--- src/rtl/rd_arb_controller.sv ---
// rd_arb_controller: round-robin arbiter granting FIFO read channels.
// Each grant runs up to burst_len words. A word is one valid handshake (HS),
// then a single-cycle load strobe (READ). An optional HOLD gap sits between words.
// All outputs are Moore: decoded from the state and grant registers only.
module rd_arb_controller #(
    parameter int NCH       = 4,
    parameter int BURST_MAX = 4,
    parameter int TIMEOUT   = 8,
    localparam int IDW      = $clog2(NCH),
    localparam int BLW      = $clog2(BURST_MAX + 1)
) (
    input  logic           clk,
    input  logic           rst,
    input  logic [NCH-1:0] read_en,
    input  logic [NCH-1:0] empty,
    input  logic [BLW-1:0] burst_len,
    output logic [NCH-1:0] valid,
    output logic [NCH-1:0] ld,
    output logic [IDW-1:0] grant_id,
    output logic           busy
);

    typedef enum logic [1:0] {
        IDLE = 2'd0,
        HS   = 2'd1,
        READ = 2'd2,
        HOLD = 2'd3
    } state_t;

    state_t         state_reg, state_next;
    logic [IDW-1:0] grant_reg, grant_next;
    logic [IDW-1:0] last_grant_reg, last_grant_next;
    logic [BLW-1:0] word_cnt_reg, word_cnt_next;
    logic [7:0]     tmo_cnt_reg, tmo_cnt_next;

    logic [NCH-1:0] eligible;
    logic [NCH-1:0] grant_onehot;
    logic           sel_found;
    logic [IDW-1:0] sel_idx;
    logic [IDW-1:0] cand;
    logic [BLW-1:0] burst_clamped;

    assign eligible = read_en & ~empty;

    // One-hot decode of the registered grant, shared by valid and ld
    generate
        for (genvar gi = 0; gi < NCH; gi++) begin : g_onehot
            assign grant_onehot[gi] = (grant_reg == IDW'(gi));
        end
    endgenerate

    // Round-robin search starting just after the last served channel.
    // The candidate index wraps explicitly, so NCH need not be a power of two.
    always_comb begin
        sel_found = 1'b0;
        sel_idx   = '0;
        cand      = last_grant_reg;
        for (int k = 0; k < NCH; k++) begin
            if (cand == IDW'(NCH - 1)) begin
                cand = '0;
            end else begin
                cand = cand + IDW'(1);
            end
            if (!sel_found && eligible[cand]) begin
                sel_found = 1'b1;
                sel_idx   = cand;
            end
        end
    end

    // Requested burst length is forced into 1..BURST_MAX
    always_comb begin
        if (burst_len == '0) begin
            burst_clamped = BLW'(1);
        end else if (burst_len > BLW'(BURST_MAX)) begin
            burst_clamped = BLW'(BURST_MAX);
        end else begin
            burst_clamped = burst_len;
        end
    end

    // Next-state logic for the arbitration / burst sequencing FSM
    always_comb begin
        state_next      = state_reg;
        grant_next      = grant_reg;
        last_grant_next = last_grant_reg;
        word_cnt_next   = word_cnt_reg;
        tmo_cnt_next    = tmo_cnt_reg;
        case (state_reg)
            IDLE: begin
                if (sel_found) begin
                    state_next    = HS;
                    grant_next    = sel_idx;
                    word_cnt_next = burst_clamped;
                end
            end
            HS: begin
                // The word is already committed here, so empty is ignored
                if (!read_en[grant_reg]) begin
                    state_next = READ;
                end
            end
            READ: begin
                word_cnt_next = word_cnt_reg - BLW'(1);
                if (word_cnt_reg == BLW'(1) || empty[grant_reg]) begin
                    state_next      = IDLE;
                    last_grant_next = grant_reg;
                end else begin
                    state_next   = HOLD;
                    tmo_cnt_next = '0;
                end
            end
            HOLD: begin
                tmo_cnt_next = tmo_cnt_reg + 8'd1;
                if (empty[grant_reg]) begin
                    state_next      = IDLE;
                    last_grant_next = grant_reg;
                end else if (read_en[grant_reg]) begin
                    state_next = HS;
                end else if (tmo_cnt_reg == 8'(TIMEOUT - 1)) begin
                    state_next      = IDLE;
                    last_grant_next = grant_reg;
                end
            end
            default: begin
                state_next = IDLE;
            end
        endcase
    end

    // State and datapath registers; reset lands so channel 0 wins first
    always_ff @(posedge clk or posedge rst) begin
        if (rst) begin
            state_reg      <= IDLE;
            grant_reg      <= '0;
            last_grant_reg <= IDW'(NCH - 1);
            word_cnt_reg   <= '0;
            tmo_cnt_reg    <= '0;
        end else begin
            state_reg      <= state_next;
            grant_reg      <= grant_next;
            last_grant_reg <= last_grant_next;
            word_cnt_reg   <= word_cnt_next;
            tmo_cnt_reg    <= tmo_cnt_next;
        end
    end

    assign valid    = (state_reg == HS)   ? grant_onehot : '0;
    assign ld       = (state_reg == READ) ? grant_onehot : '0;
    assign busy     = (state_reg != IDLE);
    assign grant_id = grant_reg;

endmodule

--- config.mk ---
export PLATFORM = sky130hd
export DESIGN_NAME = rd_arb_controller
export DESIGN_NICKNAME = d
export VERILOG_FILES = /design/src/rtl/rd_arb_controller.sv
export SDC_FILE = /design/constraint.sdc
export NUM_CORES = 1
export LEC_CHECK = 0
export BUFFER_PORTS_ARGS = -buffer_cell sky130_fd_sc_hd__buf_2
export CORE_UTILIZATION = 53
export DETAILED_ROUTE_END_ITERATION = 7
export PLACE_DENSITY = 0.81
export SLEW_MARGIN = 20
export SYNTH_ARGS = -nofsm -noshare
export SYNTH_HDL_FRONTEND = slang
export SYNTH_SLANG_ARGS = --single-unit
--- constraint.sdc ---
create_clock -name clk -period 4.5 [get_ports clk]
set_input_delay 0.45 -clock clk [delete_from_list [all_inputs] [get_ports clk]]
set_output_delay 0.45 -clock clk [all_outputs]
set_load 0.02 [all_outputs]
# After elaboration in Yosys (flattened, before gate mapping)
# Index checks and enable logic that the tools add are counted.
dict set report classes {
  add_sub_neg 6
  order_cmp 6
  n_eq_ne 19
  muxes 44
  bitwise 2
  reduce_logical 18
}
# cell count
set ops {}
lappend ops {{$mux 2} 18}
lappend ops {{$eq 2x2->1 const B} 8}
lappend ops {{$pmux 8 s2} 1}
lappend ops {{$lt 2x3->1 const B} 5}
lappend ops {{$bmux 1 s2} 6}
lappend ops {{$mux 1} 10}
lappend ops {{$mux 3} 3}
lappend ops {{$add 2x1->2 const B} 4}
lappend ops {{$add 8x1->8 const B} 1}
lappend ops {{$eq 8x3->1 const B} 1}
lappend ops {{$mux 4} 2}
lappend ops {{$mux 8} 1}
lappend ops {{$ne 2x2->1 const B} 4}
lappend ops {{$pmux 2 s4} 1}
lappend ops {{$ne 3x3->1 const B} 2}
lappend ops {{$pmux 3 s2} 1}
lappend ops {{$reduce_and 2->1} 3}
lappend ops {{$reduce_bool 2->1} 3}
lappend ops {{$and 4x4->4} 1}
lappend ops {{$eq 2x1->1 const B} 2}
lappend ops {{$logic_not 2->1} 2}
lappend ops {{$ne 4x4->1 const B} 1}
lappend ops {{$not 4->4} 1}
lappend ops {{$pmux 2 s2} 1}
lappend ops {{9 further kinds} 13}
dict set report word_totals {
  register_bits 17
  input_bits 13
  wordCells 100
}

# Depth between registers and ports, before layout
dict set report depth {
  ltp_word 16
  depth_mapped 6
}

# Worst setup path after synthesis
# No wires, ideal clock.
dict set report synth_timing {
  kind {reg2reg}
  from {reg grant_reg[0], in the netlist grant_id[0]}
  to {reg tmo_cnt_reg[5]}
  setup_ns 0.118
  t_arrival_ns 1.893
  path_slack_ns 2.489
  stages_incl_launch_ff 7
  period_less_slack_ns 2.011
  path_cell_list {dfrtp_1 -> clkbuf_1 -> mux4_2 -> buf_6 -> o31a_4 -> a21o_1 -> a21o_1}
}
dict set report synth_between {
  elab_chain_cells 5
}
# element line_no
set synth_lines {}
lappend synth_lines {{from (decl)} 31} ;# logic [IDW-1:0] grant_reg, grant_next;
lappend synth_lines {{from (signal assigned)} 141} ;# grant_reg <= grant_next;
lappend synth_lines {{$bmux 1 s2} 105} ;# if (word_cnt_reg == BLW'(1) || empty[grant_reg]) begin
lappend synth_lines {{$mux 1 (not written as such)} 105}
lappend synth_lines {{$logic_or 1x1->1} 105}
lappend synth_lines {{$ne 2x2->1 (no source line)} n/a}
lappend synth_lines {{$reduce_and 2->1 (no source line)} n/a}
lappend synth_lines {{to (signal assigned)} 144} ;# tmo_cnt_reg <= tmo_cnt_next;
lappend synth_lines {{to (decl)} 34} ;# logic [7:0] tmo_cnt_reg, tmo_cnt_next;
# No other way between the ends. The select of a mux whose other input is x is not followed.
# A chain may end at the register's enable or synchronous reset.

# Final worst setup path
dict set report layout_timing {
  from {reg state_reg[0]}
  to {out ld[0]}
}
dict set report layout_between {
  elab_chain_cells 2
}
# element line_no
set layout_lines {}
lappend layout_lines {{from (decl)} 30} ;# state_t state_reg, state_next;
lappend layout_lines {{from (signal assigned)} 140} ;# state_reg <= state_next;
lappend layout_lines {{$eq 2x2->1} 149} ;# assign ld = (state_reg == READ) ? grant_onehot : '0;
lappend layout_lines {{$mux 4} 149}
lappend layout_lines {{to (decl)} 18} ;# output logic [NCH-1:0] ld,
# No other way between the ends.

==> flow_metrics.py <==
metrics = {
    "synth": {
        "yosysWarnings": 0,
        "synth_edf_count": 0,
        "synthArstFlopShare_pct": 100,
        "synth_cell_type_count": 41,
        "syn_area_per_cell_um2": 8.59,
        "synth-seq-area-share_pct": 34.1,
        "syn_inst": 146,
        "synthesis.nets": 163,
        "syn-cell-area_um2": 1250,
        "ys_ff_latch": 17,
        "dominantRegCellSynth": "dfrtp_1",
    },
    "clock_tree": {
        "clk_path_buf_depth": 2,
        "ctsResizeCount": 0,
        "clock-sinks": 17,
        "cts_hold_buffers": 0,
        "cts_setup_buffers": 0,
        "htreeDepth": 1,
        "ctsRootBufferMaster": "clkbuf_4",
        "cts_tree": "done",
        "clk_latency_ps": 290,
        "cts_buffers": 3,
        "clk_pin_slew_ps": 100,
    },
    "sta": {
        "setup_viol": 0,
        "relSlewSlack_pct": 45.5,
        "final.setup.tns_ps": 0,
        "period_share_pct": 47.3,
        "fin_crit_ps": 2130,
        "rsz0062_at_grt": "no",
        "slew_violations": 0,
        "hold_viol": 0,
        "max_freq_mhz": 470,
        "worstMarginPinSlew_ps": 808,
        "skew_ps": 7.03,
    },
    "critical_path": {
        "critPathBufInv": 1,
        "arrival_ps": 1680,
        "crit_slowest_cell": "dfrtp_1",
        "rrSetupSlack_ps": 2380,
        "required_ps": 4050,
        "reg2reg_from": "grant_id[1]$_DFFE_PP0P_",
        "reg2reg_to": "tmo_cnt_reg[5]$_DFFE_PP0P_",
        "max_stage_delay_ps": 620,
        "r2r_cells": 4,
        "cp_max_fo": 22,
        "cpLargestDelayFamily": "flip-flops",
        "crit_type": "flip-flop to primary output",
        "cp_cell_sequence": "nand2b_1 -> nor3_1 -> buf_2",
        "start_kind": "flip-flop",
        "crit_cells": 3,
        "worstSetupEndpointType": "primary output",
    },
    "floorplan": {
        "fp-row-count": 17,
        "pin_count": 24,
        "coreArea_um2": 2210,
        "initial_utilization_pct": 56.7,
        "die_y_um": 50.6,
        "die_area_um2": 2560,
        "chipWidth_um": 50.6,
    },
    "placement": {
        "hpwlAfterDp_mm": 2.14,
        "placedCellCount": 190,
        "gp_congestion": 0.810,
        "place_area_um2": 1370,
        "io_buffer_count": 23,
    },
    "layout": {
        "layout-drive-gt1-share_pct": 22.9,
        "layout_commonest_cell": "buf_2",
        "diodes": 0,
        "fin_util_pct": 63.1,
        "final_cells": 194,
        "final_nets": 184,
        "final_area_um2": 1400,
        "fillers": 210,
        "largest_reg_flops": 8,
        "regArea_um2": 428,
        "syn2layout_area_growth_pct": 11.4,
        "final_cell_mix": "buf_2, nand2_1, dfrtp_1",
        "multi_input_area_um2": 761,
    },
    "flow_run": {
        "cap_violations": 0,
    },
    "global_route": {
        "gr-total-overflow": 0,
        "grt_pass1_wl_mm": 4.71,
        "grt_use_total_pct": 24.7,
        "grt_pass1_vias": 1092,
        "grt_start_max_net_pins": 23,
        "grt_antenna_before_repair": 0,
    },
    "pwr": {
        "power_leakage_nw": 0.622,
        "p_per_area_nw_per_um2": 649,
        "ir_drop_mv": 0.451,
        "power_w": 0.000906,
    },
    "min_path": {
        "hp-class": "primary input to async pin",
    },
    "outcome": {
        "status": "complete, no violations",
    },
    "drt": {
        "first_pass_iters": 4,
        "viasPerCell": 6.16,
        "drt_iter0_drc": 33,
        "drc": 0,
        "vias": 1196,
        "wl_per_cell_um": 14.7,
        "antenna_left": 0,
        "wl_mm": 2.86,
    },
}
-- layer usage --
| metal | track usage, % | up-vias | wire (um) |
|---|---|---|---|
| li1 | - | 581 | - |
| met5 | 0 | - | 0 |
| met2 | 40.2 | 39 | 1410 |
| met4 | 12.5 | 0 | 41 |
| met3 | 3.64 | 4 | 132 |
| met1 | 31.6 | 572 | 1270 |
-- layout make-up --
type                            instances  area share, %
Clock buffer                            3           1.61
Clock inverter                          1          0.358
Inverter                                8           2.15
Multi-Input combinational cell        114           54.5
Sequential cell                        17           30.6
Tap cell                               28           2.51
Timing Repair Buffer                   23           8.24
-- worst max-delay path by stage --
| stage | start | to | slack, ps |
|---|---|---|---|
| detailed placement | grant_id[1]$_DFFE_PP0P_ | tmo_cnt_reg[5]$_DFFE_PP0P_ | 2390 |
| global placement | grant_id[1]$_DFFE_PP0P_ | tmo_cnt_reg[5]$_DFFE_PP0P_ | 2480 |
| global route | state_reg[0]$_DFFE_PP0P_ | ld[1] | 2250 |
| finish | state_reg[0]$_DFFE_PP0P_ | ld[0] | 2370 |
| CTS | state_reg[0]$_DFFE_PP0P_ | ld[0] | 2360 |
| floorplan | grant_id[0]$_DFFE_PP0P_ | tmo_cnt_reg[5]$_DFFE_PP0P_ | 2490 |
-- cell usage after synthesis (2+ instances only) --
| library cell | count | area [um2] |
|---|---|---|
| mux4_2 | 2 | 45.0 |
| nand2_1 | 20 | 75.1 |
| or2_2 | 2 | 12.5 |
| or4_1 | 2 | 15.0 |
| nor3_1 | 8 | 40.0 |
| a21o_1 | 2 | 15.0 |
| nand4b_1 | 2 | 17.5 |
| o31ai_1 | 2 | 15.0 |
| o311ai_0 | 2 | 17.5 |
| o211ai_1 | 4 | 30.0 |
| o31a_1 | 2 | 17.5 |
| clkbuf_1 | 5 | 18.8 |
| dfstp_2 | 2 | 52.6 |
| o21ai_0 | 7 | 35.0 |
| nor2_1 | 7 | 26.3 |
| nand2b_1 | 7 | 43.8 |
| nand4_1 | 3 | 18.8 |
| inv_1 | 8 | 30.0 |
| a22o_1 | 2 | 17.5 |
| dfrtp_1 | 15 | 375 |
| a21oi_1 | 3 | 15.0 |
| ha_1 | 4 | 50.1 |
| nand3_1 | 8 | 40.0 |
| a31oi_1 | 4 | 25.0 |
| nor2b_1 | 7 | 43.8 |
-- cells by family after synthesis --
group                      after synthesis  synth area share [%]
and+or+nand+nor                         72                  31.3
AOI/OAI and AO/OA                       36                  21.8
DFF                                     17                  34.1
buffers and inverters                   15                  5.19
adders and majority gates                4                  3.99
muxes                                    2                  3.59
-- where the power goes --
part | total, W | internal [W] | switching [W] | leakage, nW
registers | 0.000354 | 0.000229 | 0.000125 | 0.200
clock network | 0.0000810 | 0.0000330 | 0.0000480 | 0.0177
logic | 0.000471 | 0.000207 | 0.000264 | 0.403
total | 0.000906 | 0.000468 | 0.000437 | 0.622
-- worst reg2reg max path: stages (launching register included) --
cell and delay (ps):
dfrtp_1 590, mux4_2 690, o31a_4 410, a21o_1 160, a21o_1 170
-- metrics by stage --
stage | setup slack [ps] | hold WS, ps
6_report | 2370 | 217
5_1_grt | 2250 | 275
4_1_cts | 2360 | 240
3_5_place_dp | 2390 | 523
3_3_place_gp | 2480 | 513
2_1_floorplan | 2490 | 375
(Power assumes the default switching activity.)
